**config.mk**
```make
export PLATFORM = sky130hd
export DESIGN_NAME = alu_op_issuer
export DESIGN_NICKNAME = d
export VERILOG_FILES = /design/src/rtl/alu_pkg.sv /design/src/rtl/alu_beat_timer.sv /design/src/rtl/alu_op_issuer.sv
export SDC_FILE = /design/constraint.sdc
export NUM_CORES = 1
export LEC_CHECK = 0
export ABC_AREA = 1
export CAP_MARGIN = 15
export CORE_ASPECT_RATIO = 1.1
export CORE_UTILIZATION = 50
export CTS_BUF_LIST = sky130_fd_sc_hd__clkbuf_4 sky130_fd_sc_hd__clkbuf_8 sky130_fd_sc_hd__clkbuf_16
export CTS_CLUSTER_SIZE = 28
export DETAILED_ROUTE_END_ITERATION = 10
export PLACE_DENSITY = 0.82
export REMOVE_ABC_BUFFERS = 1
export SYNTH_ARGS = -nofsm -noshare
export SYNTH_HDL_FRONTEND = slang
export SYNTH_HIERARCHICAL = 1
export SYNTH_SLANG_ARGS = --single-unit
```
**constraint.sdc**
```tcl
create_clock -name CLK -period 4.6 [get_ports CLK]
set_input_delay 0.46 -clock CLK [delete_from_list [all_inputs] [get_ports CLK]]
set_output_delay 0.46 -clock CLK [all_outputs]
set_load 0.1 [all_outputs]
```
**src/rtl/alu_pkg.sv**
```systemverilog
// Shared types and constants for the ALU operand issuer.
// Beat encodings, multiply commands, FSM states, response flag indices.
package alu_pkg;

  localparam logic [1:0] INP_NONE = 2'b00;
  localparam logic [1:0] INP_A    = 2'b01;
  localparam logic [1:0] INP_B    = 2'b10;
  localparam logic [1:0] INP_AB   = 2'b11;

  localparam logic [3:0] CMD_MUL_INC = 4'd9;
  localparam logic [3:0] CMD_MUL_SHL = 4'd10;

  typedef enum logic [2:0] {
    S_IDLE,
    S_BEAT_A,
    S_GAP,
    S_BEAT_B,
    S_WAIT_RES,
    S_RESP
  } issuer_state_e;

  // resp_flags = {ERR,OFLOW,COUT,G,L,E}
  localparam int FLG_E     = 0;
  localparam int FLG_L     = 1;
  localparam int FLG_G     = 2;
  localparam int FLG_COUT  = 3;
  localparam int FLG_OFLOW = 4;
  localparam int FLG_ERR   = 5;
  localparam int FLG_W     = 6;

endpackage

```
**src/rtl/alu_beat_timer.sv**
```systemverilog
// Loadable down-counter timing the inter-beat gap and result latency.
// Ports: clk, rst, load, load_val in; done high while count is 1 or less.
module alu_beat_timer #(
  parameter int W = 5
) (
  input  logic         clk,
  input  logic         rst,
  input  logic         load,
  input  logic [W-1:0] load_val,
  output logic         done
);

  logic [W-1:0] count_q;
  logic [W-1:0] count_d;

  always_comb begin
    count_d = count_q;
    if (load) begin
      count_d = load_val;
    end else if (count_q != '0) begin
      count_d = count_q - 1'b1;
    end
  end

  always_ff @(posedge clk or posedge rst) begin
    if (rst) begin
      count_q <= '0;
    end else begin
      count_q <= count_d;
    end
  end

  // A loaded value of N keeps the owning state for exactly N cycles;
  // zero or one both end after a single cycle.
  assign done = (count_q <= W'(1));

endmodule

```
**src/rtl/alu_op_issuer.sv**
```systemverilog
// Drives ALU operand beats from a request handshake, returns RES/flags.
// Ports: req_* in, OPA/OPB/CMD/MODE/CIN/CE/INP_VALID to ALU, resp_* out.
module alu_op_issuer
  import alu_pkg::*;
#(
  parameter int WIDTH      = 8,
  parameter int CMD_W      = 4,
  parameter int RES_LAT    = 1,
  parameter int MUL_LAT    = 2,
  parameter int WAIT_LIMIT = 16,
  parameter int GAP_W      = 5
) (
  input  logic               CLK,
  input  logic               RST,
  input  logic               req_valid,
  output logic               req_ready,
  input  logic [WIDTH-1:0]   req_opa,
  input  logic [WIDTH-1:0]   req_opb,
  input  logic [CMD_W-1:0]   req_cmd,
  input  logic               req_mode,
  input  logic               req_cin,
  input  logic               req_split,
  input  logic [GAP_W-1:0]   req_gap,
  output logic [WIDTH-1:0]   OPA,
  output logic [WIDTH-1:0]   OPB,
  output logic [CMD_W-1:0]   CMD,
  output logic               MODE,
  output logic               CIN,
  output logic               CE,
  output logic [1:0]         INP_VALID,
  input  logic [2*WIDTH-1:0] RES,
  input  logic               G,
  input  logic               L,
  input  logic               E,
  input  logic               ERR,
  input  logic               COUT,
  input  logic               OFLOW,
  output logic               resp_valid,
  input  logic               resp_ready,
  output logic [2*WIDTH-1:0] resp_res,
  output logic [FLG_W-1:0]   resp_flags,
  output logic               resp_late
);

  localparam logic [GAP_W:0]   WAIT_LIM = (GAP_W+1)'(WAIT_LIMIT);
  localparam logic [GAP_W-1:0] LAT_RES  = GAP_W'(RES_LAT);
  localparam logic [GAP_W-1:0] LAT_MUL  = GAP_W'(MUL_LAT);

  issuer_state_e state_q, state_d;

  logic [WIDTH-1:0] a_q, a_d;
  logic [WIDTH-1:0] b_q, b_d;
  logic [CMD_W-1:0] cmd_q, cmd_d;
  logic             mode_q, mode_d;
  logic             cin_q, cin_d;
  logic             split_q, split_d;
  logic [GAP_W-1:0] gap_q, gap_d;
  logic             late_q, late_d;

  logic [WIDTH-1:0] opa_q, opa_d;
  logic [WIDTH-1:0] opb_q, opb_d;
  logic [CMD_W-1:0] cmd_o_q, cmd_o_d;
  logic             mode_o_q, mode_o_d;
  logic             cin_o_q, cin_o_d;
  logic             ce_q, ce_d;
  logic [1:0]       iv_q, iv_d;

  logic               rv_q, rv_d;
  logic [2*WIDTH-1:0] rres_q, rres_d;
  logic [FLG_W-1:0]   rfl_q, rfl_d;
  logic               rlate_q, rlate_d;

  logic             tmr_load;
  logic [GAP_W-1:0] tmr_val;
  logic             tmr_done;

  // Beat fields come straight from the request on the accept cycle,
  // because the latched copies only settle at that same edge.
  logic             from_req;
  logic [WIDTH-1:0] src_a, src_b;
  logic [CMD_W-1:0] src_cmd;
  logic             src_mode, src_cin, src_split;
  logic             is_mul;
  logic [GAP_W:0]   gap_p1;

  assign from_req  = (state_q == S_IDLE);
  assign src_a     = from_req ? req_opa   : a_q;
  assign src_b     = from_req ? req_opb   : b_q;
  assign src_cmd   = from_req ? req_cmd   : cmd_q;
  assign src_mode  = from_req ? req_mode  : mode_q;
  assign src_cin   = from_req ? req_cin   : cin_q;
  assign src_split = from_req ? req_split : split_q;

  assign is_mul = mode_q &&
    ((cmd_q == CMD_W'(CMD_MUL_INC)) ||
     (cmd_q == CMD_W'(CMD_MUL_SHL)));

  assign gap_p1 = {1'b0, req_gap} + (GAP_W+1)'(1);

  always_comb begin
    state_d  = state_q;
    a_d      = a_q;
    b_d      = b_q;
    cmd_d    = cmd_q;
    mode_d   = mode_q;
    cin_d    = cin_q;
    split_d  = split_q;
    gap_d    = gap_q;
    late_d   = late_q;
    rv_d     = rv_q;
    rres_d   = rres_q;
    rfl_d    = rfl_q;
    rlate_d  = rlate_q;
    tmr_load = 1'b0;
    tmr_val  = gap_q;

    unique case (state_q)
      S_IDLE: begin
        if (req_valid) begin
          a_d     = req_opa;
          b_d     = req_opb;
          cmd_d   = req_cmd;
          mode_d  = req_mode;
          cin_d   = req_cin;
          split_d = req_split;
          gap_d   = req_gap;
          late_d  = req_split && (gap_p1 >= WAIT_LIM);
          state_d = req_split ? S_BEAT_A : S_BEAT_B;
        end
      end
      S_BEAT_A: begin
        tmr_load = 1'b1;
        tmr_val  = gap_q;
        state_d  = (gap_q == '0) ? S_BEAT_B : S_GAP;
      end
      S_GAP: begin
        if (tmr_done) state_d = S_BEAT_B;
      end
      S_BEAT_B: begin
        tmr_load = 1'b1;
        tmr_val  = is_mul ? LAT_MUL : LAT_RES;
        state_d  = S_WAIT_RES;
      end
      S_WAIT_RES: begin
        if (tmr_done) begin
          rres_d           = RES;
          rfl_d[FLG_ERR]   = ERR;
          rfl_d[FLG_OFLOW] = OFLOW;
          rfl_d[FLG_COUT]  = COUT;
          rfl_d[FLG_G]     = G;
          rfl_d[FLG_L]     = L;
          rfl_d[FLG_E]     = E;
          rlate_d          = late_q;
          rv_d             = 1'b1;
          state_d          = S_RESP;
        end
      end
      S_RESP: begin
        if (resp_ready) begin
          rv_d    = 1'b0;
          state_d = S_IDLE;
        end
      end
      default: state_d = S_IDLE;
    endcase
  end

  // ALU-side outputs are registered off the next state so they line
  // up with the state they belong to; unused fields hold their value.
  always_comb begin
    opa_d    = opa_q;
    opb_d    = opb_q;
    cmd_o_d  = cmd_o_q;
    mode_o_d = mode_o_q;
    cin_o_d  = cin_o_q;
    ce_d     = 1'b0;
    iv_d     = INP_NONE;

    unique case (state_d)
      S_BEAT_A: begin
        ce_d     = 1'b1;
        iv_d     = INP_A;
        opa_d    = src_a;
        cmd_o_d  = src_cmd;
        mode_o_d = src_mode;
        cin_o_d  = src_cin;
      end
      S_GAP, S_WAIT_RES: begin
        ce_d = 1'b1;
      end
      S_BEAT_B: begin
        ce_d     = 1'b1;
        iv_d     = src_split ? INP_B : INP_AB;
        opb_d    = src_b;
        cmd_o_d  = src_cmd;
        mode_o_d = src_mode;
        cin_o_d  = src_cin;
        if (!src_split) opa_d = src_a;
      end
      default: ;
    endcase
  end

  always_ff @(posedge CLK or posedge RST) begin
    if (RST) begin
      state_q  <= S_IDLE;
      a_q      <= '0;
      b_q      <= '0;
      cmd_q    <= '0;
      mode_q   <= 1'b0;
      cin_q    <= 1'b0;
      split_q  <= 1'b0;
      gap_q    <= '0;
      late_q   <= 1'b0;
      opa_q    <= '0;
      opb_q    <= '0;
      cmd_o_q  <= '0;
      mode_o_q <= 1'b0;
      cin_o_q  <= 1'b0;
      ce_q     <= 1'b0;
      iv_q     <= INP_NONE;
      rv_q     <= 1'b0;
      rres_q   <= '0;
      rfl_q    <= '0;
      rlate_q  <= 1'b0;
    end else begin
      state_q  <= state_d;
      a_q      <= a_d;
      b_q      <= b_d;
      cmd_q    <= cmd_d;
      mode_q   <= mode_d;
      cin_q    <= cin_d;
      split_q  <= split_d;
      gap_q    <= gap_d;
      late_q   <= late_d;
      opa_q    <= opa_d;
      opb_q    <= opb_d;
      cmd_o_q  <= cmd_o_d;
      mode_o_q <= mode_o_d;
      cin_o_q  <= cin_o_d;
      ce_q     <= ce_d;
      iv_q     <= iv_d;
      rv_q     <= rv_d;
      rres_q   <= rres_d;
      rfl_q    <= rfl_d;
      rlate_q  <= rlate_d;
    end
  end

  alu_beat_timer #(
    .W(GAP_W)
  ) u_timer (
    .clk      (CLK),
    .rst      (RST),
    .load     (tmr_load),
    .load_val (tmr_val),
    .done     (tmr_done)
  );

  // Held low through reset so nothing is offered while RST is high.
  assign req_ready  = (state_q == S_IDLE) && !RST;
  assign OPA        = opa_q;
  assign OPB        = opb_q;
  assign CMD        = cmd_o_q;
  assign MODE       = mode_o_q;
  assign CIN        = cin_o_q;
  assign CE         = ce_q;
  assign INP_VALID  = iv_q;
  assign resp_valid = rv_q;
  assign resp_res   = rres_q;
  assign resp_flags = rfl_q;
  assign resp_late  = rlate_q;

endmodule
```
==> impl_metrics.json <==
{
  "fin_worst_skew_ps": 11.9,
  "via_count": 3284,
  "htree_levels": 3,
  "die-width_um": 86.8,
  "tritoncts": "yes",
  "routed_wl_um": 8270,
  "die_outline_area_sq_mm": 0.00827,
  "diodes": 0,
  "drt_iter0_markers": 168,
  "synthesis.instances": 459,
  "critical_path_required_ps": 4140,
  "final_layout_size_suffix_gt1_share_pct": 9.84,
  "grt_start_max_net_pins": 58,
  "cts.clk_slew.worst_paths_ps": 80,
  "outcome": "finished clean",
  "endpoint_kind": "output pin",
  "cts_root_buffer": "clkbuf_8",
  "r2r.worst_path.cells": 11,
  "post-cts-setup-buffer-count": 0,
  "slack_of_the_worst_reg_to_reg_path_ps": 2070,
  "boundaryPins": 104,
  "gr-total-overflow": 0,
  "timing.setup.tns_ps": 0,
  "coreArea_sq_mm": 0.00756,
  "report.final.setup_viol": 0,
  "ys_warn_count": 6,
  "area_delta_synth_final_pct": 32.2,
  "global_route_total_usage_across_every_layer_pct": 21.2,
  "antenna_found_initial": 0,
  "dr.pass1.iters": 4,
  "worstMarginPinSlew_ps": 1010,
  "crit_type": "flop to output pin",
  "layout_worst_path_cycle_share_pct": 73.7,
  "maxCapViolCount": 0,
  "grt_pass1_vias": 3185,
  "vias_per_cell": 4.95,
  "dieHeight_um": 95.3,
  "layout_common_cells": "nand2_1 (169), clkdlybuf4s50_1 (103), dfrtp_1 (86)",
  "design.final.nets": 610,
  "synth.ff_latch_count": 86,
  "floorplan.initialDensity_pct": 52.3,
  "buffer_ports.inserted": 103,
  "gp_routability_congestion": 0.821,
  "hold_viol": 0,
  "clock_sinks": 86,
  "rsz0062_at_grt": "no",
  "clk_latency_ps": 360,
  "critical_path_peak_fanout": 48,
  "grt_pass1_wl_um": 13600,
  "regArea_sq_mm": 0.00215,
  "drcViolationCount": 0,
  "n_fill_cell": 611,
  "multi_input_comb_area_sq_mm": 0.00150,
  "num_rows": 33,
  "timing.max_slew.rel_slack_pct": 32.7,
  "fmaxAchievable_mhz": 295,
  "most_frequent_standard_cell_in_the_layout_excluding_fill_and_tap_cells": "nand2_1",
  "yosysSeqAreaShare_pct": 54.4,
  "detail_placement_hpwl_um": 5930,
  "crit-reg2reg-launch": "u_timer/count_q[1]",
  "cts_made_buffers": 9,
  "wl_per_cell_um": 12.4,
  "critical_path.startpoint": "state_q[0]",
  "cts_resized": 0,
  "endpoint": "req_ready",
  "clock_tree.buffer_depth": 2,
  "detail-route-antenna-nets": 0,
  "min-delay-path-class": "input pin to async pin",
  "finalCriticalPeriod_ps": 3390,
  "synthesis.area_per_instance_sq_um": 8.61,
  "netlist-cell-type-count": 30,
  "arrival_worst_endpoint_ps": 2930,
  "rr_endpoint": "MODE",
  "max_transition_viols_final": 0,
  "critical_path.startpoint_type": "flop",
  "hold_buffers": 0,
  "netlist_area_sq_mm": 0.00395
}
==> layer usage <==
metal  vias to the layer above  track usage (%)  share of wire, %
met4                         0             9.58               1.1
li1                       1630                -                 -
met3                         8             5.45               5.8
met5                         -                0                 0
met2                        98             37.3                50
met1                      1548             24.3                43
==> sequential cells by signal, indices dropped and copies added, names as in the netlist, 2 cells and up <==
register	cells
resp_flags	6
gap_q	5
OPB	8
resp_res	16
u_timer/count_q	5
INP_VALID	2
a_q	8
b_q	8
cmd_q	4
CMD	4
state_q	3
OPA	8
==> per-stage QoR <==
step / util (%) / worst slack (ps) / instances / instance area [sq um] / hold slack (ps)
6_report: 69.2 / 1210 / 664 / 5230 / 398
4_1_cts: 69.2 / 1190 / 664 / 5230 / 388
5_1_grt: 69.2 / 1020 / 664 / 5230 / 409
3_3_place_gp: 66.1 / 1630 / 648 / 5000 / 457
3_5_place_dp: 66.1 / 1600 / 648 / 5000 / 466
2_1_floorplan: - / 1770 / 439 / 3830 / 239
==> worst min-delay path by stage <==
stage | start | end | slack, ps | depth (start not counted)
finish | RST | u_timer/count_q[0] | 400 | 2
global route | RST | u_timer/count_q[3] | 410 | 2
CTS | RST | u_timer/count_q[0] | 390 | 2
detailed placement | OPA[5] | OPA[5] | 470 | 2
global placement | split_q | split_q | 460 | 2
floorplan | RST | u_timer/count_q[0] | 240 | 1
==> worst max-delay path, cell delays in order, from the launching register on <==
cell and delay [ps]:
dfrtp_1 460, nor2_4 180, nand2_2 530, nor2_1 240
clkdlybuf4s50_1 1160
==> final cells by class <==
type                       instances  area share, %
tap                              105           2.51
sequential                        86           41.2
clock inverter                     6           1.79
multi-input combinational        306           28.6
inverter                          47           3.40
clock buffer                      10           2.63
timing repair buffer             104           19.9
==> cells in the mapped netlist <==
| master | n | share of area (%) |
|---|---|---|
| nor3_4 | 1 | 0.41 |
| nor2_4 | 6 | 1.7 |
| a21boi_0 | 1 | 0.19 |
| buf_6 | 5 | 1.4 |
| a21oi_4 | 1 | 0.41 |
| nor2_1 | 25 | 2.4 |
| nand2_1 | 169 | 16 |
| a21oi_1 | 15 | 1.9 |
| o21ai_4 | 1 | 0.41 |
| buf_2 | 12 | 1.5 |
| nand2_4 | 2 | 0.57 |
| nand3_2 | 3 | 0.76 |
| nand3_4 | 1 | 0.44 |
| nor3_1 | 1 | 0.13 |
| o21ai_2 | 14 | 3.1 |
| dfrtp_1 | 86 | 54 |
| clkbuf_1 | 3 | 0.28 |
| a41oi_1 | 1 | 0.22 |
| inv_2 | 4 | 0.38 |
| inv_1 | 43 | 4.1 |
| nand4_1 | 8 | 1.3 |
| xnor2_1 | 1 | 0.22 |
| nor2_2 | 1 | 0.16 |
| ha_1 | 2 | 0.63 |
| o21ai_0 | 31 | 3.9 |
| o21a_1 | 1 | 0.19 |
| nand3_1 | 4 | 0.51 |
| a21o_1 | 1 | 0.19 |
| nand2_2 | 3 | 0.47 |
| o21ai_1 | 13 | 1.6 |
==> cell families (layout without fill, tap and decap cells) <==
kind of cell / count (synthesis) / count (layout) / synth area share, %
buffers and inverters: 67 / 167 / 7.69
adders and majority gates: 2 / 2 / 0.633
and+or+nand+nor: 224 / 224 / 24.8
DFF: 86 / 86 / 54.4
xor gates and xnor gates: 1 / 1 / 0.222
AOI/OAI and AO/OA: 79 / 79 / 12.2
Power is not shown: default switching activity piles up to over one toggle a cycle in this logic, so the estimate is an artifact.
